File: src/rtl/core_run_scheduler.sv
// core_run_scheduler: launches masked cores, tracks end_process rising edges, counts run cycles and reports completion.
// Optional watchdog: define CORE_RUN_SCHED_WATCHDOG_EN to end a run after TIMEOUT_CYC cycles in RUN.
module core_run_scheduler #(
  parameter int         CNT_W       = 16,
  parameter logic [1:0] STAT_IDLE   = 2'b00,
  parameter logic [1:0] STAT_RUN    = 2'b01,
  parameter int         TIMEOUT_CYC = 1000
) (
  input  logic             clk,
  input  logic             rst_n,
  input  logic             start,
  input  logic [3:0]       core_mask,
  input  logic             abort,
  input  logic [3:0]       end_process,
  output logic [1:0]       status0,
  output logic [1:0]       status1,
  output logic [1:0]       status2,
  output logic [1:0]       status3,
  output logic             busy,
  output logic             done,
  output logic             aborted,
  output logic [3:0]       done_vec,
  output logic [CNT_W-1:0] cycle_count
);
  localparam logic [1:0] S_IDLE   = 2'd0;
  localparam logic [1:0] S_LAUNCH = 2'd1;
  localparam logic [1:0] S_RUN    = 2'd2;
  localparam logic [1:0] S_DONE   = 2'd3;
  logic [1:0]       r_state;
  logic [3:0]       r_mask;
  logic [3:0]       r_ep_d;
  logic [3:0]       r_done_vec;
  logic [CNT_W-1:0] r_cnt;
  logic             r_busy;
  logic             r_done;
  logic             r_aborted;
  logic [1:0]       r_stat [4];
  logic [3:0]       w_edges;
  logic [3:0]       w_vec;
  logic             w_full;
  logic             w_sat;
  logic             w_timeout;
  // Only fresh 0->1 transitions on masked cores count; levels seen at launch are stale.
  assign w_edges = end_process & ~r_ep_d & r_mask;
  assign w_vec   = r_done_vec | w_edges;
  assign w_full  = (w_vec == r_mask);
  assign w_sat   = &r_cnt;
`ifdef CORE_RUN_SCHED_WATCHDOG_EN
  assign w_timeout = (r_cnt == CNT_W'(TIMEOUT_CYC - 1));
`else
  // Watchdog compiled out; the limit stays a parameter so instantiations match across builds.
  assign w_timeout = (TIMEOUT_CYC < 0);
`endif
  // Run FSM: launch, edge tracking, cycle counting and completion/abort reporting.
  always_ff @(posedge clk) begin
    if (!rst_n) begin
      r_state    <= S_IDLE;
      r_mask     <= '0;
      r_ep_d     <= '0;
      r_done_vec <= '0;
      r_cnt      <= '0;
      r_busy     <= 1'b0;
      r_done     <= 1'b0;
      r_aborted  <= 1'b0;
      for (int k = 0; k < 4; k++) r_stat[k] <= STAT_IDLE;
    end else begin
      r_done <= 1'b0;
      case (r_state)
        S_IDLE: if (start) begin
          r_mask     <= core_mask;
          r_done_vec <= '0;
          r_cnt      <= '0;
          r_aborted  <= 1'b0;
          r_busy     <= 1'b1;
          r_state    <= (|core_mask) ? S_LAUNCH : S_DONE;
          r_done     <= ~|core_mask;
          for (int k = 0; k < 4; k++) r_stat[k] <= core_mask[3-k] ? STAT_RUN : STAT_IDLE;
        end
        S_LAUNCH: begin
          r_ep_d <= end_process;
          if (abort) begin
            r_state   <= S_DONE;
            r_done    <= 1'b1;
            r_aborted <= 1'b1;
            for (int k = 0; k < 4; k++) r_stat[k] <= STAT_IDLE;
          end else begin
            r_state <= S_RUN;
          end
        end
        S_RUN: begin
          r_ep_d     <= end_process;
          r_done_vec <= w_vec;
          if (!w_sat) r_cnt <= r_cnt + 1'b1;
          if (abort || w_full || w_timeout) begin
            r_state   <= S_DONE;
            r_done    <= 1'b1;
            r_aborted <= abort || !w_full;
            for (int k = 0; k < 4; k++) r_stat[k] <= STAT_IDLE;
          end
        end
        default: begin
          r_state <= S_IDLE;
          r_busy  <= 1'b0;
        end
      endcase
    end
  end
  assign status0     = r_stat[0];
  assign status1     = r_stat[1];
  assign status2     = r_stat[2];
  assign status3     = r_stat[3];
  assign busy        = r_busy;
  assign done        = r_done;
  assign aborted     = r_aborted;
  assign done_vec    = r_done_vec;
  assign cycle_count = r_cnt;
endmodule

File: config.mk
export PLATFORM = sky130hd
export DESIGN_NAME = core_run_scheduler
export DESIGN_NICKNAME = d
export VERILOG_FILES = /design/src/rtl/core_run_scheduler.sv
export SDC_FILE = /design/constraint.sdc
export NUM_CORES = 1
export LEC_CHECK = 0
export BUFFER_PORTS_ARGS = -buffer_cell sky130_fd_sc_hd__buf_4
export CAP_MARGIN = 20
export CORE_UTILIZATION = 53
export CTS_CLUSTER_SIZE = 16
export DETAILED_ROUTE_END_ITERATION = 10
export PLACE_DENSITY = 0.79
export SETUP_SLACK_MARGIN = 0.1
export SLEW_MARGIN = 20
export SYNTH_ARGS = -nofsm -noshare
export SYNTH_HDL_FRONTEND = slang
export SYNTH_SLANG_ARGS = --single-unit
File: constraint.sdc
create_clock -name clk -period 1.9 [get_ports clk]
set_input_delay 0.38 -clock clk [delete_from_list [all_inputs] [get_ports clk]]
set_output_delay 0.38 -clock clk [all_outputs]
set_load 0.005 [all_outputs]
==> flow_summary.ini, run 1 <==
[status]
status = complete, no violations

[power_and_ir_drop]
ir_worst_vdd_mv = 0.658
cellPowerDensity_mw_per_mm2 = 1050
leakage_nw = 1.03
power_mw = 2.48

[route]
postRouteAntennaNets = 0
first_iter_violations = 64
dr_total_vias = 1642
viasPerCell = 5.33
wirelength_um = 3820
dr.pass1.iters = 4
drc_errors = 0
routedWlPerCell_um = 12.4

[global_route]
grt.total_usage = 0.223
antenna_found_initial = 0
grt_first_pass_wirelength_um = 6000
gr-total-overflow = 0
grt_pass1_vias = 1374
grt_max_degree = 17

[clocking]
cts.clk_slew.worst_paths_ns = 0.12
clkSinkCount = 37
cts_setup_buffers = 0
insertion_delay_ns = 0.35
root_buffer = clkbuf_4
htreeDepth = 2
cts_tree = yes
cts_made_buffers = 5
cts_buffer_depth = 2

[timing]
finalSetupViolations = 0
finClkSkew_ns = 0.00676
fmax_ghz = 0.595
fin_ws_ns = 0.220
final-max-slew-violation-count = 0
period_share = 0.884
tns_ns = 0
rsz0062_at_grt = true
period_needed_ns = 1.68
hold_viol_final = 0

[hold_path]
hold_depth = 3
hp-start = end_process[3]
whs_endpoint = r_ep_d[3]
min_path_type = in -> reg

[logic_synthesis]
ys_seq_area_frac = 0.398
yosys_warnings = 0
synth.distinct_cells = 37
synth-seq-cells = 37
synth_area_mm2 = 0.00186
yosys-top-cells-area = dfxtp_1 (40%), xor2_1 (6.6%), nor2b_1 (6.1%)
netlist.top_cell.by_area = dfxtp_1
yosysTopAreaCellShare = 0.398
synthCells = 215
synth_area_per_cell_um2 = 8.65

[die]
start_util = 0.557
die_w_um = 61.2
die_h_um = 61.2
rows = 21
die_area_mm2 = 0.00375
core_mm2 = 0.00334
io_pins = 43

[finish]
final_area_mm2 = 0.00237
area_growth_pct = 27.3
layout-drive-gt1-share = 0.267
fillCellCount = 273
antenna_cells = 0
nets = 278
instances_no_fill = 308

[critical_path]
critPathArrivalTime_ns = 1.94
r2r-end = cycle_count[14]
crit_fanout = 12
critPathKind = reg -> reg
rrSetupSlack_ns = 0.22
r2r-start = r_state[0]
critPathRequiredTime_ns = 2.16
cp-start-kind = flip-flop
endpoint_kind = flip-flop
r2r_cells = 9

[place]
gp_congestion = 0.896
dpl_cell_area_mm2 = 0.00223
dp.cells = 300
dp_hpwl_um = 2790
place_ws_ns = 0.0987
portBuffers = 38

[job]
maxCapViolCount = 0
## final cells by class
type / count / area [µm²] / area share
Clock inverter: 3 / 65.1 / 0.0275
Clock buffer: 5 / 37.5 / 0.0159
Sequential cell: 37 / 743 / 0.314
Tap cell: 46 / 57.6 / 0.0243
Inverter: 5 / 18.8 / 0.00793
Timing Repair Buffer: 53 / 398 / 0.168
Multi-Input combinational cell: 159 / 1050 / 0.442
## worst max path at each step
| stage | from | slack (ns) | endpoint | cells after the start |
|---|---|---|---|---|
| after CTS | r_state[0] | 0.08 | cycle_count[6] | 9 |
| after detailed placement | r_state[0] | 0.1 | cycle_count[15] | 8 |
| after floorplan | r_state[0] | 0.18 | cycle_count[9] | 7 |
| final | r_state[0] | 0.22 | cycle_count[14] | 9 |
| after global routing | r_state[0] | 0.09 | cycle_count[14] | 9 |
| after global placement | r_state[0] | 0.15 | cycle_count[5] | 8 |
## cells in the mapped netlist, drive strengths merged
cell type / count
nand3: 6
nand2: 16
nor2b: 18
nor2: 27
and4: 4
o211ai: 4
inv: 5
mux2i: 8
and3: 7
a31oi: 5
nor3b: 2
o31a: 1
a211oi: 3
nand4: 4
clkbuf: 9
dfxtp: 37
and2: 1
xor2: 14
nor3: 1
nor4: 2
nor4b: 1
o22ai: 1
conb: 1
o21ai: 6
a2111o: 1
a21boi: 1
o2111ai: 1
a21oi: 8
o32ai: 1
nand4b: 2
o311ai: 1
o21bai: 1
o31ai: 1
nand2b: 2
buf: 8
ha: 5
## where the power goes
part           switching, mW  internal, mW  leakage, nW
clock network          0.270         0.407       0.0552
registers             0.0765         0.894        0.301
logic                  0.432         0.402        0.676
## sequential cells by signal, indices dropped and copies added (netlist names)
name / count
aborted: 1
busy: 1
cycle_count: 16
done: 1
done_vec: 4
r_ep_d: 4
r_mask: 4
r_stat: 4
r_state: 2
## cells by family (layout without fill, tap and decap cells)
kind of cell,after synthesis,after routing,share of synthesized area
simple gates,93,93,0.273
flops,37,37,0.398
compound gates,35,35,0.124
buf+inv,22,66,0.0606
xor+xnor,14,14,0.0660
mux,8,8,0.0431
fa+ha+maj,5,5,0.0336
other cells,1,4,0.00202
## timing repair
action	CTS	global route
hold buffers	0	0
pin swaps	0	1
gates resized for setup	1	7
endpoints found under the setup margin	6	20
## through the flow
| stage | hold slack [ns] | utilization |
|---|---|---|
| 4_1_cts | 0.283 | 0.700 |
| 3_3_place_gp | 0.470 | 0.669 |
| 6_report | 0.297 | 0.709 |
| 5_1_grt | 0.302 | 0.709 |
| 3_5_place_dp | 0.483 | 0.669 |
| 2_1_floorplan | 0.460 | - |
## critical path, cell delays in order, from the launching register on
cell	delay, ns
dfxtp_2	0.37
inv_1	0.07
ha_1	0.21
buf_4	0.18
mux2i_4	0.21
nor2_1	0.06
buf_4	0.16
nand4_1	0.11
xor2_1	0.17
nor2_1	0.05
## cells in the final DEF, fill, tap and decap left out, types with 7 or more instances in the layout
cell / netlist / layout
buf_4: 8 / 53
dfxtp_1: 37 / 35
nor2_1: 27 / 26
nor2b_1: 18 / 18
nand2_1: 16 / 16
xor2_1: 14 / 14
a21oi_1: 8 / 8
and3_1: 7 / 7
mux2i_1: 8 / 7
## per-layer routing
| metal | track usage | wire length [µm] | up-vias | part of all wire |
|---|---|---|---|---|
| met5 | 0 | 0 | - | 0 |
| met4 | 0.101 | 65 | 0 | 0.017 |
| met3 | 0.0630 | 196 | 10 | 0.051 |
| met2 | 0.365 | 1840 | 55 | 0.48 |
| met1 | 0.272 | 1720 | 751 | 0.45 |
| li1 | - | - | 826 | - |
No activity file was read; power rests on OpenSTA's default activity.
==> run 2: changes to the inputs <==
--- a/config.mk
+++ b/config.mk
@@ -10,7 +10,7 @@
 export CORE_UTILIZATION = 53
 export CTS_CLUSTER_SIZE = 16
 export DETAILED_ROUTE_END_ITERATION = 10
-export PLACE_DENSITY = 0.79
+export PLACE_DENSITY_LB_ADDON = 0.08
 export SETUP_SLACK_MARGIN = 0.1
 export SLEW_MARGIN = 20
 export SYNTH_ARGS = -nofsm -noshare
==> run 2 against run 1 <==
Net effect:
- first-iteration DRC count up 30%
- maximum frequency down 2.9%
- die area unchanged
- global-route usage down 0.76 points
- setup slack worse by 0.051 ns
- design area down 4.6%
- wire length down 1.2%
- combinational power down 4.3%
- largest cell class unchanged
==> flow_summary.ini, run 2 (synthesis gave the netlist of run 1 again) <==
[die]
die_h_um = 61.2
start_util = 0.557
die_area_mm2 = 0.00375
die_w_um = 61.2
io_pins = 43
core_mm2 = 0.00334
rows = 21

[route]
dr.pass1.iters = 4
wl_met3_um = 159
routedWlPerCell_um = 12.6
first_iter_violations = 83
postRouteAntennaNets = 0
wirelength_um = 3770
top_layer = met4
viasPerCell = 5.20
routedLengthMet1_um = 1790
drc_errors = 0
dr_wl_met2_um = 1800
dr_total_vias = 1559

[clocking]
clkSinkCount = 37
cts_tree = yes
cts.clk_slew.worst_paths_ns = 0.11
cts_setup_buffers = 0
insertion_delay_ns = 0.34
cts_buffer_depth = 2
root_buffer = clkbuf_4
cts_made_buffers = 5
htreeDepth = 2

[status]
status = complete, no violations

[timing]
rsz0062_at_grt = true
hold_viol_final = 0
period_needed_ns = 1.73
finClkSkew_ns = 0.00767
fmax_ghz = 0.578
period_share = 0.911
final-max-slew-violation-count = 0
finalSetupViolations = 0
tns_ns = 0

[global_route]
grt_first_pass_wirelength_um = 5910
grt_max_degree = 17
grt.total_usage = 0.215
grt_pass1_vias = 1351
gr-total-overflow = 0
antenna_found_initial = 0

[power_and_ir_drop]
ir_worst_vdd_mv = 0.625
leakage_nw = 0.970
cellPowerDensity_mw_per_mm2 = 970

[finish]
largest_reg_flops = 16
antenna_cells = 0
layout-drive-gt1-share = 0.228
final_area_mm2 = 0.00226
layout_commonest_cell = buf_4
instances_no_fill = 300
final_cell_mix = buf_4 (46), dfxtp_1 (37), nor2_1 (26), nor2b_1 (18), nand2_1 (16)
area_growth_pct = 21.4
nets = 271

[critical_path]
critPathRequiredTime_ns = 2.13
cp-start-kind = flip-flop
critPathArrivalTime_ns = 1.96
critPathKind = reg -> reg
endpoint_kind = flip-flop
crit_fanout = 13

[place]
gp_congestion = 0.888
dp_hpwl_um = 2760
dp.cells = 293
dpl_cell_area_mm2 = 0.00218
portBuffers = 38

[hold_path]
min_path_type = in -> reg

[job]
maxCapViolCount = 0
run 2: power breakdown:
group | internal [mW] | total [mW] | switching (mW)
sequential | 0.891 | 0.972 | 0.0814
clock | 0.175 | 0.420 | 0.245
combinational | 0.378 | 0.798 | 0.420
run 2: worst paths after layout:
kind | from | endpoint | slack (ns) | depth (start not counted)
worst max-delay path | r_state[0] | cycle_count[3] | 0.17 | 8
worst min-delay path | end_process[1] | r_ep_d[1] | 0.31 | 3
worst max register to register | r_state[0] | cycle_count[3] | 0.17 | 8
worst min register to register | busy | busy | 0.48 | 2
run 2: cell type report:
type                       instances  area, µm²
clock buffer                       7       55.1
inverter                           5       18.8
fill                             287       1080
tap                               46       57.6
sequential                        37        741
timing repair buffer              46        345
multi-input combinational        159       1040
run 2: worst max-delay path: stages (launching register included):
cell and delay (ns):
dfxtp_1 0.35, inv_1 0.09, ha_2 0.23, and4_1 0.20
nand3_1 0.11, buf_4 0.20, o21ai_0 0.23, xor2_1 0.17
nor2_1 0.05
run 2: repair_timing:
action                                 in CTS  in global routing
endpoints found under the hold margin       0                  0
hold buffers                                0                  0
pin swaps                                   1                  0
setup endpoints to repair                   4                 11
gates resized for setup                     1                  5
run 2: routing by layer:
layer | GRT usage | up-vias
li1 | - | 810
met1 | 0.259 | 712
met2 | 0.365 | 35
met3 | 0.0672 | 2
met4 | 0.0714 | 0
met5 | 0 | -
run 2: metrics by stage:
stage,total power [mW],hold WS (ns),worst slack (ns),util
finish,2.19,0.306,0.169,0.676
global placement,1.75,0.460,0.128,0.653
global route,2.33,0.305,0.00899,0.676
floorplan,1.52,0.460,0.178,-
CTS,2.18,0.297,0.185,0.670
detailed placement,1.75,0.464,0.102,0.653
==> run 3: changes to the inputs <==
==> constraint.sdc (replaced) <==
create_clock -name clk -period 1.9 [get_ports clk]
set_input_delay 0.19 -clock clk [delete_from_list [all_inputs] [get_ports clk]]
set_output_delay 0.19 -clock clk [all_outputs]
set_load 0.005 [all_outputs]
==> run 3 against run 2 <==
Net effect:
- sequential power increased by 0.4%
- clock skew decreased by 0.0018 ns
- utilization is 0.45 points higher
- largest cell class unchanged
- critical path depth is the same
- clock power is 13% higher
- count of clock-buffer cells in the layout stayed put
- register-to-register slack better by 0.04 ns
- setup slack improved by 0.039 ns
- combinational power down 3.3%
==> flow_summary.ini, run 3 (synthesis gave the netlist of run 1 again) <==
[critical_path]
critPathCapture = cycle_count[5]
crit_chain = inv_1, ha_1, and4_1, nand3_2, buf_6, o2111ai_1, xor2_1, nor2_1
crit_fanout = 13
max_stage_delay_ns = 0.35
crit_start = r_state[0]
path_buf_inv = 2
cp-start-kind = flip-flop
r2r-start = r_state[0]
r2r-end = cycle_count[5]
cp_top_family = simple AND/OR/NAND/NOR gates
critPathRequiredTime_ns = 2.14
r2r_cells = 8
endpoint_kind = flip-flop
cpMaxStageDelayCell = dfxtp_1
critPathArrivalTime_ns = 1.93
rrSetupSlack_ns = 0.21
critPathKind = reg -> reg
crit_cells = 8

[die]
start_util = 0.557
die_area_mm2 = 0.00375
rows = 21
io_pins = 43
die_h_um = 61.2
die_w_um = 61.2
core_mm2 = 0.00334

[timing]
finalSetupViolations = 0
fmax_ghz = 0.591
whs_ns = 0.109
finClkSkew_ns = 0.00585
final-max-slew-violation-count = 0
rsz0062_at_grt = true
tns_ns = 0
hold_viol_final = 0
period_needed_ns = 1.69
period_share = 0.891

[clocking]
insertion_delay_ns = 0.34
cts_buffer_depth = 2
clkSinkCount = 37
root_buffer = clkbuf_4
cts_made_buffers = 5
cts.clk_slew.worst_paths_ns = 0.11
holdBufCountCts = 0
htreeDepth = 2
cts_setup_buffers = 0
cts_tree = yes

[global_route]
gr-usage-met2 = 0.368
grt_max_degree = 17
gr-total-overflow = 0
antenna_found_initial = 0
use_met1 = 0.282
grt-busiest-layer = met2
grt.total_usage = 0.225
grt_first_pass_wirelength_um = 6100
grtUsageMet3 = 0.0588
grt_pass1_vias = 1323

[route]
wirelength_um = 3850
postRouteAntennaNets = 0
first_iter_violations = 126
drc_errors = 0
dr_total_vias = 1599
dr.pass1.iters = 4
routedWlPerCell_um = 12.8
viasPerCell = 5.29

[power_and_ir_drop]
power_switching_share = 0.338
leakage_nw = 0.991
intPower_mw = 1.47
p_switching_mw = 0.751
clkPwrFrac = 0.213
cellPowerDensity_mw_per_mm2 = 977
power_mw = 2.22
ir_worst_vdd_mv = 0.574
p_seq_frac = 0.439
p_comb_frac = 0.348

[finish]
area_growth_pct = 22.2
antenna_cells = 0
final_cell_mix = buf_4 (46), dfxtp_1 (37), nor2_1 (26), nor2b_1 (18), nand2_1 (16)
final_area_mm2 = 0.00227
nets = 272
largest_reg_flops = 16
layout-drive-gt1-share = 0.238
layout_commonest_cell = buf_4

[place]
portBuffers = 38
dp_hpwl_um = 2830
gp_congestion = 0.887
dpl_cell_area_mm2 = 0.00219

[hold_path]
hold_depth = 3
min_path_type = in -> reg

[status]
status = complete, no violations

[job]
maxCapViolCount = 0
## run 3: metrics by stage
step | utilization | cells | setup slack [ns]
2_1_floorplan | - | 218 | 0.178
3_3_place_gp | 0.655 | 294 | 0.153
3_5_place_dp | 0.655 | 294 | 0.111
4_1_cts | 0.677 | 302 | 0.181
5_1_grt | 0.681 | 302 | 0.0926
6_report | 0.681 | 302 | 0.208
## run 3: power groups by stage
stage | sequential, mW | clock, mW | combinational (mW)
final | 0.976 | 0.473 | 0.772
after global routing | 0.991 | 0.523 | 0.858
after CTS | 0.976 | 0.474 | 0.775
after detailed placement | 0.992 | 0 | 0.767
after global placement | 0.986 | 0 | 0.761
after floorplan | 0.975 | 0 | 0.547
## run 3: layout make-up
class                      instances  area [µm²]
timing repair buffer              47         357
clock buffer                       7        65.1
clock inverter                     1        5.00
fill                             293        1060
inverter                           5        18.8
tap                               46        57.6
multi-input combinational        159        1030
sequential                        37         741
## run 3: how the worst min path moves through the flow
stage / startpoint / end / slack [ns]
global placement: end_process[2] / r_ep_d[2] / 0.46
CTS: end_process[1] / r_ep_d[1] / 0.11
finish: end_process[1] / r_ep_d[1] / 0.11
detailed placement: end_process[1] / r_ep_d[1] / 0.46
floorplan: rst_n / r_stat[2] / 0.34
global route: end_process[0] / r_ep_d[0] / 0.10
## run 3: layer usage
| metal | up-vias | part of all wire |
|---|---|---|
| li1 | 814 | - |
| met1 | 738 | 0.46 |
| met2 | 37 | 0.48 |
| met3 | 10 | 0.041 |
| met4 | 0 | 0.016 |
| met5 | - | 0 |
## run 3: timing repair
action	in CTS	in global routing
pin swaps	1	0
endpoints found under the setup margin	3	9
gates resized for setup	1	3
## run 3: worst register-to-register path, stage by stage (launching register included)
cell and delay (ns):
dfxtp_1 0.35, inv_1 0.08, ha_1 0.21, and4_1 0.22
nand3_2 0.12, buf_6 0.17, o2111ai_1 0.22, xor2_1 0.17
nor2_1 0.05
